### config.mk
export PLATFORM = sky130hd
export DESIGN_NAME = retospect_bs_loader_flat
export DESIGN_NICKNAME = d
export VERILOG_FILES = /design/src/rtl/retospect_bs_loader_if.sv /design/src/rtl/retospect_bs_loader.sv /design/src/flat_wrapper.sv
export SDC_FILE = /design/constraint.sdc
export NUM_CORES = 1
export LEC_CHECK = 0
export ABC_AREA = 1
export CAP_MARGIN = 20
export CORE_UTILIZATION = 35
export DETAILED_ROUTE_END_ITERATION = 12
export GPL_ROUTABILITY_DRIVEN = 0
export PLACE_DENSITY_LB_ADDON = 0.05
export SYNTH_ARGS = -nofsm -noshare
export SYNTH_HDL_FRONTEND = slang
export SYNTH_SLANG_ARGS = --single-unit
### constraint.sdc
create_clock -name clk -period 2.1 [get_ports clk]
set_input_delay 0.21 -clock clk [delete_from_list [all_inputs] [get_ports clk]]
set_output_delay 0.21 -clock clk [all_outputs]
set_load 0.02 [all_outputs]
### src/rtl/retospect_bs_loader_if.sv
// Byte stream into the configuration-chain loader and the readback byte strobe out of it.
interface retospect_bs_loader_if;
    logic [7:0] in_data;
    logic       in_valid;
    logic       in_ready;
    logic [7:0] rd_data;
    logic       rd_valid;

    modport master (
        output in_data,
        output in_valid,
        input  in_ready,
        input  rd_data,
        input  rd_valid
    );

    modport slave (
        input  in_data,
        input  in_valid,
        output in_ready,
        output rd_data,
        output rd_valid
    );
endinterface

### src/rtl/retospect_bs_loader.sv
// Serialises configuration bytes onto the neurochip shift chain, one bit per clock, and
// returns the displaced tail bits as readback bytes. An optional neuron reset pulse follows.
module retospect_bs_loader #(
    parameter int CHAIN_LEN = 523,
    parameter bit NN_PULSE  = 1'b1,
    parameter int CNT_W     = 10
) (
    input  logic                 clk,
    input  logic                 rst_n,
    input  logic                 start,
    retospect_bs_loader_if.slave bus,
    output logic                 busy,
    output logic                 done,
    output logic                 config_en,
    output logic                 bs_in,
    input  logic                 bs_out,
    output logic                 reset_nn
);
    typedef enum logic [2:0] {
        IDLE,
        WAIT,
        SHIFT,
        NNRST,
        FIN
    } state_t;

    localparam logic [CNT_W-1:0] LAST_BIT = CNT_W'(CHAIN_LEN - 1);

    state_t           state;
    logic [CNT_W-1:0] bit_cnt;
    logic [2:0]       bit_idx;
    logic [7:0]       shift_byte;
    logic [7:0]       rd_shadow;
    logic [7:0]       rd_next;
    logic             chain_end;
    logic             final_bit;
    logic             take;

    // Readback byte including the tail bit sampled on the current shift edge.
    // NOTE: every always_comb output gets a default first so no latch can be inferred.
    always_comb begin
        rd_next          = rd_shadow;
        rd_next[bit_idx] = bs_out;
    end

    assign chain_end = (bit_cnt == LAST_BIT);
    assign final_bit = (bit_idx == 3'd7) || chain_end;
    assign take      = bus.in_valid & bus.in_ready;

    // NOTE: sequential state uses non-blocking assignments only, so every register sees pre-edge values.
    always_ff @(posedge clk) begin
        if (!rst_n) begin
            state        <= IDLE;
            bit_cnt      <= '0;
            bit_idx      <= '0;
            shift_byte   <= '0;
            rd_shadow    <= '0;
            busy         <= 1'b0;
            done         <= 1'b0;
            config_en    <= 1'b0;
            bs_in        <= 1'b0;
            reset_nn     <= 1'b0;
            bus.in_ready <= 1'b0;
            bus.rd_data  <= '0;
            bus.rd_valid <= 1'b0;
        end else begin
            bus.rd_valid <= 1'b0;
            done         <= 1'b0;
            reset_nn     <= 1'b0;

            case (state)
                IDLE: begin
                    if (start) begin
                        state        <= WAIT;
                        busy         <= 1'b1;
                        bit_cnt      <= '0;
                        rd_shadow    <= '0;
                        bus.in_ready <= 1'b1;
                    end
                end

                WAIT: begin
                    if (take) begin
                        shift_byte   <= bus.in_data;
                        bit_idx      <= '0;
                        bs_in        <= bus.in_data[0];
                        config_en    <= 1'b1;
                        bus.in_ready <= 1'b0;
                        state        <= SHIFT;
                    end
                end

                SHIFT: begin
                    bit_cnt <= bit_cnt + CNT_W'(1);
                    if (!final_bit) begin
                        rd_shadow    <= rd_next;
                        bit_idx      <= bit_idx + 3'd1;
                        bs_in        <= shift_byte[bit_idx + 3'd1];
                        // Open the handshake one cycle early so the next byte lands on the final-bit edge.
                        bus.in_ready <= (bit_idx == 3'd6) && ((bit_cnt + CNT_W'(1)) != LAST_BIT);
                    end else begin
                        bus.rd_data  <= rd_next;
                        bus.rd_valid <= 1'b1;
                        rd_shadow    <= '0;
                        if (chain_end) begin
                            config_en    <= 1'b0;
                            bus.in_ready <= 1'b0;
                            if (NN_PULSE) begin
                                state    <= NNRST;
                                reset_nn <= 1'b1;
                            end else begin
                                state <= FIN;
                                done  <= 1'b1;
                                busy  <= 1'b0;
                            end
                        end else if (take) begin
                            shift_byte   <= bus.in_data;
                            bit_idx      <= '0;
                            bs_in        <= bus.in_data[0];
                            bus.in_ready <= 1'b0;
                        end else begin
                            config_en    <= 1'b0;
                            bus.in_ready <= 1'b1;
                            state        <= WAIT;
                        end
                    end
                end

                NNRST: begin
                    state <= FIN;
                    done  <= 1'b1;
                    busy  <= 1'b0;
                end

                FIN: begin
                    state <= IDLE;
                end

                default: begin
                    state <= IDLE;
                end
            endcase
        end
    end
endmodule

### src/flat_wrapper.sv
// flat-port wrapper written by rule: the top's interface ports become plain ports
module retospect_bs_loader_flat 
#(
    parameter int CHAIN_LEN = 523,
    parameter bit NN_PULSE  = 1'b1,
    parameter int CNT_W     = 10
)
  (clk, rst_n, start, busy, done, config_en, bs_in, bs_out, reset_nn, bus_in_data, bus_in_valid, bus_in_ready, bus_rd_data, bus_rd_valid);
  retospect_bs_loader_if bus_i ();
  input  logic clk;
  input  logic rst_n;
  input  logic start;
  output logic busy;
  output logic done;
  output logic config_en;
  output logic bs_in;
  input  logic bs_out;
  output logic reset_nn;
  input wire logic [$bits(bus_i.in_data)-1:0] bus_in_data;
  input wire logic [$bits(bus_i.in_valid)-1:0] bus_in_valid;
  output wire logic [$bits(bus_i.in_ready)-1:0] bus_in_ready;
  output wire logic [$bits(bus_i.rd_data)-1:0] bus_rd_data;
  output wire logic [$bits(bus_i.rd_valid)-1:0] bus_rd_valid;
  assign bus_i.in_data = bus_in_data;
  assign bus_i.in_valid = bus_in_valid;
  assign bus_in_ready = bus_i.in_ready;
  assign bus_rd_data = bus_i.rd_data;
  assign bus_rd_valid = bus_i.rd_valid;
  retospect_bs_loader #(.CHAIN_LEN(CHAIN_LEN), .NN_PULSE(NN_PULSE), .CNT_W(CNT_W)) u_core (.clk(clk), .rst_n(rst_n), .start(start), .bus(bus_i), .busy(busy), .done(done), .config_en(config_en), .bs_in(bs_in), .bs_out(bs_out), .reset_nn(reset_nn));
endmodule
**Word-level counts from Yosys, hierarchy flattened**

Cells that the tools add are included.

- Reductions and logical operators: 18
- Muxes and demuxes: 43
- Magnitude comparators: 3
- Equal/unequal tests: 13
- Add/subtract/negate cells: 2
- Bitwise logic cells: 1

Operator list:

| kind | count |
|---|---|
| $mux W8 | 5 |
| $pmux W8 S2 | 2 |
| $mux W3 | 8 |
| $pmux W10 S2 | 1 |
| $mux W1 | 17 |
| $pmux W3 S4 | 1 |
| $add A10 B1 Y10 const B | 1 |
| $eq A10 B10 Y1 const B | 1 |
| $mux W10 | 1 |
| $ne A10 B10 Y1 const B | 1 |
| $reduce_and A2 Y1 | 5 |
| $reduce_and A3 Y1 | 3 |
| $bwmux W8 | 1 |
| $lt A3 B4 Y1 const B | 2 |
| $reduce_and A4 Y1 | 2 |
| $eq A3 B2 Y1 const B | 2 |
| $eq A3 B3 Y1 const B | 2 |
| $pmux W1 S2 | 3 |
| $pmux W3 S2 | 1 |
| $reduce_bool A2 Y1 | 3 |
| $ne A2 B1 Y1 const B | 2 |
| $ne A2 B2 Y1 const B | 2 |
| $add A3 B1 Y3 const B | 1 |
| $bmux W1 S3 | 1 |
| other kinds (11) | 12 |

- Register bits after elaboration: 47
- Output and inout port bits: 15
- Input port bits: 13

**Depth between registers and ports, before layout**

- Depth in word-level cells: 7
- Mapped depth: 12

**Least setup slack after synthesis**

Ideal clock, no wire load.

- Kind: register -> register
- Start: register u_core.bit_idx[0]
- End: register u_core.bs_in
- Arrival: 1.511 ns
- Stages on the path, launching flop included: 12
- Path slack: 0.461 ns
- Setup time: 0.128 ns
- Required time: 1.972 ns
- Path through: dfxtp_1 > buf_2 > inv_1 > ha_1 > o211ai_1 > nand2_1 > nand2_1 > nand2_1 > nand2_1 > nand2_1 > nor2_1 > nor2_1

- Cells in the longest elaborated chain, start to end: 5

Ends and longest elaborated chain:

| item | RTL line | RTL |
|---|---|---|
| from (decl) | retospect_bs_loader.sv:31 | `logic [2:0] bit_idx;` |
| from (signal assigned) | retospect_bs_loader.sv:97 | `bit_idx <= bit_idx + 3'd1;` |
| $add A3 B1 Y3 | retospect_bs_loader.sv:98 | `bs_in <= shift_byte[bit_idx + 3'd1];` |
| $bmux W1 S3 | retospect_bs_loader.sv:98 |  |
| $mux W1 (not written as such) | retospect_bs_loader.sv:98 |  |
| $mux W1 | retospect_bs_loader.sv:95 | `if (!final_bit) begin` |
| $pmux W1 S2 | retospect_bs_loader.sv:71 | `case (state)` |
| to (signal assigned) | retospect_bs_loader.sv:86 | `bs_in <= bus.in_data[0];` |
| to (signal assigned) | retospect_bs_loader.sv:98 |  |
| to (signal assigned) | retospect_bs_loader.sv:119 | `bs_in <= bus.in_data[0];` |
| to (decl) | retospect_bs_loader.sv:15 | `output logic bs_in,` |

Several ways; a longest one is shown, not always the timed one. The select of a mux whose other input is x is not followed.
A chain may end at the register's enable or synchronous reset.

**Worst setup path in the final report**

- Start: register u_core.bit_cnt[2]
- End: register u_core.bus.in_ready

- Cells in the longest elaborated chain, start to end: 5

Ends and longest elaborated chain:

| item | RTL line | RTL |
|---|---|---|
| from (decl) | retospect_bs_loader.sv:30 | `logic [CNT_W-1:0] bit_cnt;` |
| from (signal assigned) | retospect_bs_loader.sv:94 | `bit_cnt <= bit_cnt + CNT_W'(1);` |
| $add A10 B1 Y10 | retospect_bs_loader.sv:100 | `bus.in_ready <= (bit_idx == 3'd6) && ((bit_cnt + CNT_W'(1)) != LAST_BIT);` |
| $ne A10 B10 Y1 | retospect_bs_loader.sv:100 |  |
| $logic_and A1 B1 Y1 | retospect_bs_loader.sv:100 |  |
| $mux W1 * | retospect_bs_loader.sv:95 |  |
| $pmux W1 S3 * | retospect_bs_loader.sv:71 |  |
| to (signal assigned) | retospect_bs_loader.sv:100 |  |
| to (decl) | retospect_bs_loader_if.sv:20 | `output in_ready,` |

Every way passes the cells marked *; elsewhere a longest branch is shown, timed or not.

==> results_dict.tcl <==
set metrics [dict create \
    end_kind "register" \
    syn-instance-count 352 \
    synth-simple-area-share 0.364 \
    grt.busiest_layer "met2" \
    fp.dieH_um 87.2 \
    period_needed_ns 1.74 \
    skew_ns 0.00282 \
    period_share 0.828 \
    fin_ws_ns 0.361 \
    hold_path.class "reg -> reg" \
    synth_fa_ha_area_frac 0.0295 \
    crit_path_start_kind "register" \
    crit_top_cell "nand2_1" \
    power_density_nw_per_um2 808 \
    final_layout_size_suffix_gt1_frac 0.122 \
    pre_cts_ws_ns 0.375 \
    io_buffer_count 27 \
    postRouteAntennaNets 0 \
    critPathKind "reg -> reg" \
    grt_pass1_wl_um 10100 \
    async_flop_share 0 \
    ctsHoldBuffers 0 \
    finalHoldViolations 0 \
    yosysWarningCount 0 \
    synth_edf_count 0 \
    leakagePower_nw 1.08 \
    synth.area.top_cells "dfxtp_1 (37%), nand2_1 (13%), a21oi_1 (7.1%)" \
    maxCapViolations 0 \
    core-area_um2 6910 \
    num_rows 30 \
    maxSlewHeadroom 0.690 \
    clkTransAtPathRegs_ns 0.09 \
    viasPerCell 4.76 \
    met3_usage 0.0351 \
    hold_slack_ns 0.465 \
    drc 0 \
    dr.first_iter.drc_count 100 \
    placed_area_um2 2870 \
    numCtsBuffers 5 \
    ys.flop_type "dfxtp_1" \
    synth_seq_cells 47 \
    status "completed" \
    nets 394 \
    syn_avg_cell_area_um2 7.22 \
    synth_common_cells "nand2_1 (89), dfxtp_1 (47), a21oi_1 (36), nand3_1 (34), inv_1 (30)" \
    cts_tree "yes" \
    setup_tns_ns 0 \
    drt-total-wl_um 5790 \
    clockRootBuffer "clkbuf_8" \
    drt_pre_antenna_iters 4 \
    cts_htree_levels 2 \
    cts_max_path_buffers 2 \
    fp.dieArea_um2 7610 \
    grt_usage 0.169 \
    yosysMostFrequentCell "nand2_1" \
    max_stage_delay_ns 0.52 \
    path_cells "nand3_1 > nor2_1 > nand2_1 > nand2_1 > nand2_1 > nor2_1 > nand3_1 > nand2_1 > a21oi_1" \
    area_delta_synth_final_pct 16.0 \
    ys_types 34 \
    num_io_pins 28 \
    synth_xor_area_frac 0.00345 \
    dp_hpwl_um 3970 \
    cts_resized 0 \
    critPathRequiredTime_ns 2.29 \
    post_cts_buffers 0 \
    synth.net_count 371 \
    die_x_um 87.2 \
    crit_family "simple AND/OR/NAND/NOR gates" \
    synth_largest_area_cell "dfxtp_1" \
    use_met1 0.224 \
    clock_sinks 47 \
    wl_per_cell_um 12.3 \
    crit_slowest_cell "dfxtp_1" \
    synth_compound_area_frac 0.139 \
    post-route-util 0.427 \
    insertion_delay_ns 0.30 \
    antenna_cells 0 \
    timing.fmax_mhz 575 \
    synth.mux.area_fraction 0.00394 \
    vias 2246 \
    path_buf_inv 0 \
    ir_drop_mv 0.319 \
    synth-seq-area-share 0.370 \
    arrival_ns 1.93 \
    synth_top_family_by_area "simple AND/OR/NAND/NOR gates" \
    start_util 0.368 \
    synth_top_area_frac 0.370 \
    netlist_area_um2 2540 \
    worstPathMaxFanout 8 \
    setup_viol 0 \
    grtUsageMet2 0.278 \
    antenna_found_initial 0 \
    rsz0062_at_grt "false" \
    grt_overflow_total 0 \
    grt_pass1_vias 2107 \
    slew_viol_final 0 \
    fin_area_um2 2950 \
    grt_start_max_net_pins 40 \
    worst_pin_slew_ns 0.465 \
]
[power breakdown]
group / internal, mW / total (mW) / leakage, nW / switching (mW)
combinational: 0.282 / 0.800 / 0.655 / 0.518
clock: 0.235 / 0.544 / 0.0422 / 0.309
sequential: 0.970 / 1.04 / 0.380 / 0.0680
total: 1.49 / 2.38 / 1.08 / 0.895
[layer usage]
metal,vias to the layer above,share of wire,routed length [um]
met2,37,0.45,2620
met4,0,0.011,66
met1,1003,0.51,2960
li1,1198,-,-
met5,-,0,0
met3,8,0.025,143
[final timing paths]
check                        start                    end  slack [ns]  cells past startpoint
max reg2reg      u_core.bit_cnt[2]    u_core.bus.in_ready        0.36                      9
min          u_core.bus.rd_data[5]  u_core.bus.rd_data[5]        0.46                      2
max              u_core.bit_cnt[2]    u_core.bus.in_ready        0.36                      9
min reg2reg  u_core.bus.rd_data[5]  u_core.bus.rd_data[5]        0.46                      2
[state kept, by name (all words and copies together), names as in the netlist]
register,cells
u_core.bus.rd_valid,1
u_core.state,3
u_core.config_en,1
u_core.rd_shadow,8
u_core.bus.rd_data,8
u_core.reset_nn,1
u_core.bit_cnt,10
u_core.bit_idx,3
u_core.done,1
u_core.bs_in,1
u_core.shift_byte,8
u_core.bus.in_ready,1
u_core.busy,1
[cells by family after synthesis]
kind of cell,count (synthesis)
simple gates,185
mux,1
fa+ha+maj,6
buf+inv,49
compound gates,63
xor+xnor,1
flops,47
[per-stage QoR]
stage                     std cells  total power, mW
after floorplan                 352             1.67
after global placement          464             1.87
after detailed placement        464             1.87
after CTS                       472             2.42
after global routing            472             2.56
final                           472             2.38
[worst register-to-register path, stage by stage (launching register included)]
cell and delay (ns):
dfxtp_1 0.52, nand3_1 0.20, nor2_1 0.30, nand2_1 0.12, nand2_1 0.09, nand2_1 0.05
nor2_1 0.14, nand3_1 0.10, nand2_1 0.07, a21oi_1 0.06
[cell usage in the layout, fill, tap and decap left out, types with 2 or more instances in the layout]
cell and n:
nand2_1 89, dfxtp_1 47, a21oi_1 36, nand3_1 34, inv_1 30, clkdlybuf4s50_1 27
nor2_1 26, o21ai_0 14, nand2_2 9, nand4_1 9, ha_1 6, clkbuf_8 5
nor2_4 4, nor2_2 4, a21oi_2 4, buf_4 4, inv_2 3, nand2_4 3
nand3_4 3, a31oi_1 2, o21ai_1 2, o211ai_1 2, clkbuf_1 2
[layout make-up]
type / count / area, um^2
Tap cell: 96 / 120
Fill cell: 748 / 3960
Timing Repair Buffer: 31 / 300
Sequential cell: 47 / 941
Inverter: 34 / 133
Clock buffer: 7 / 76.3
Clock inverter: 1 / 5.00
Multi-Input combinational cell: 256 / 1370
Note: power is estimated with default switching activity, not from simulation.
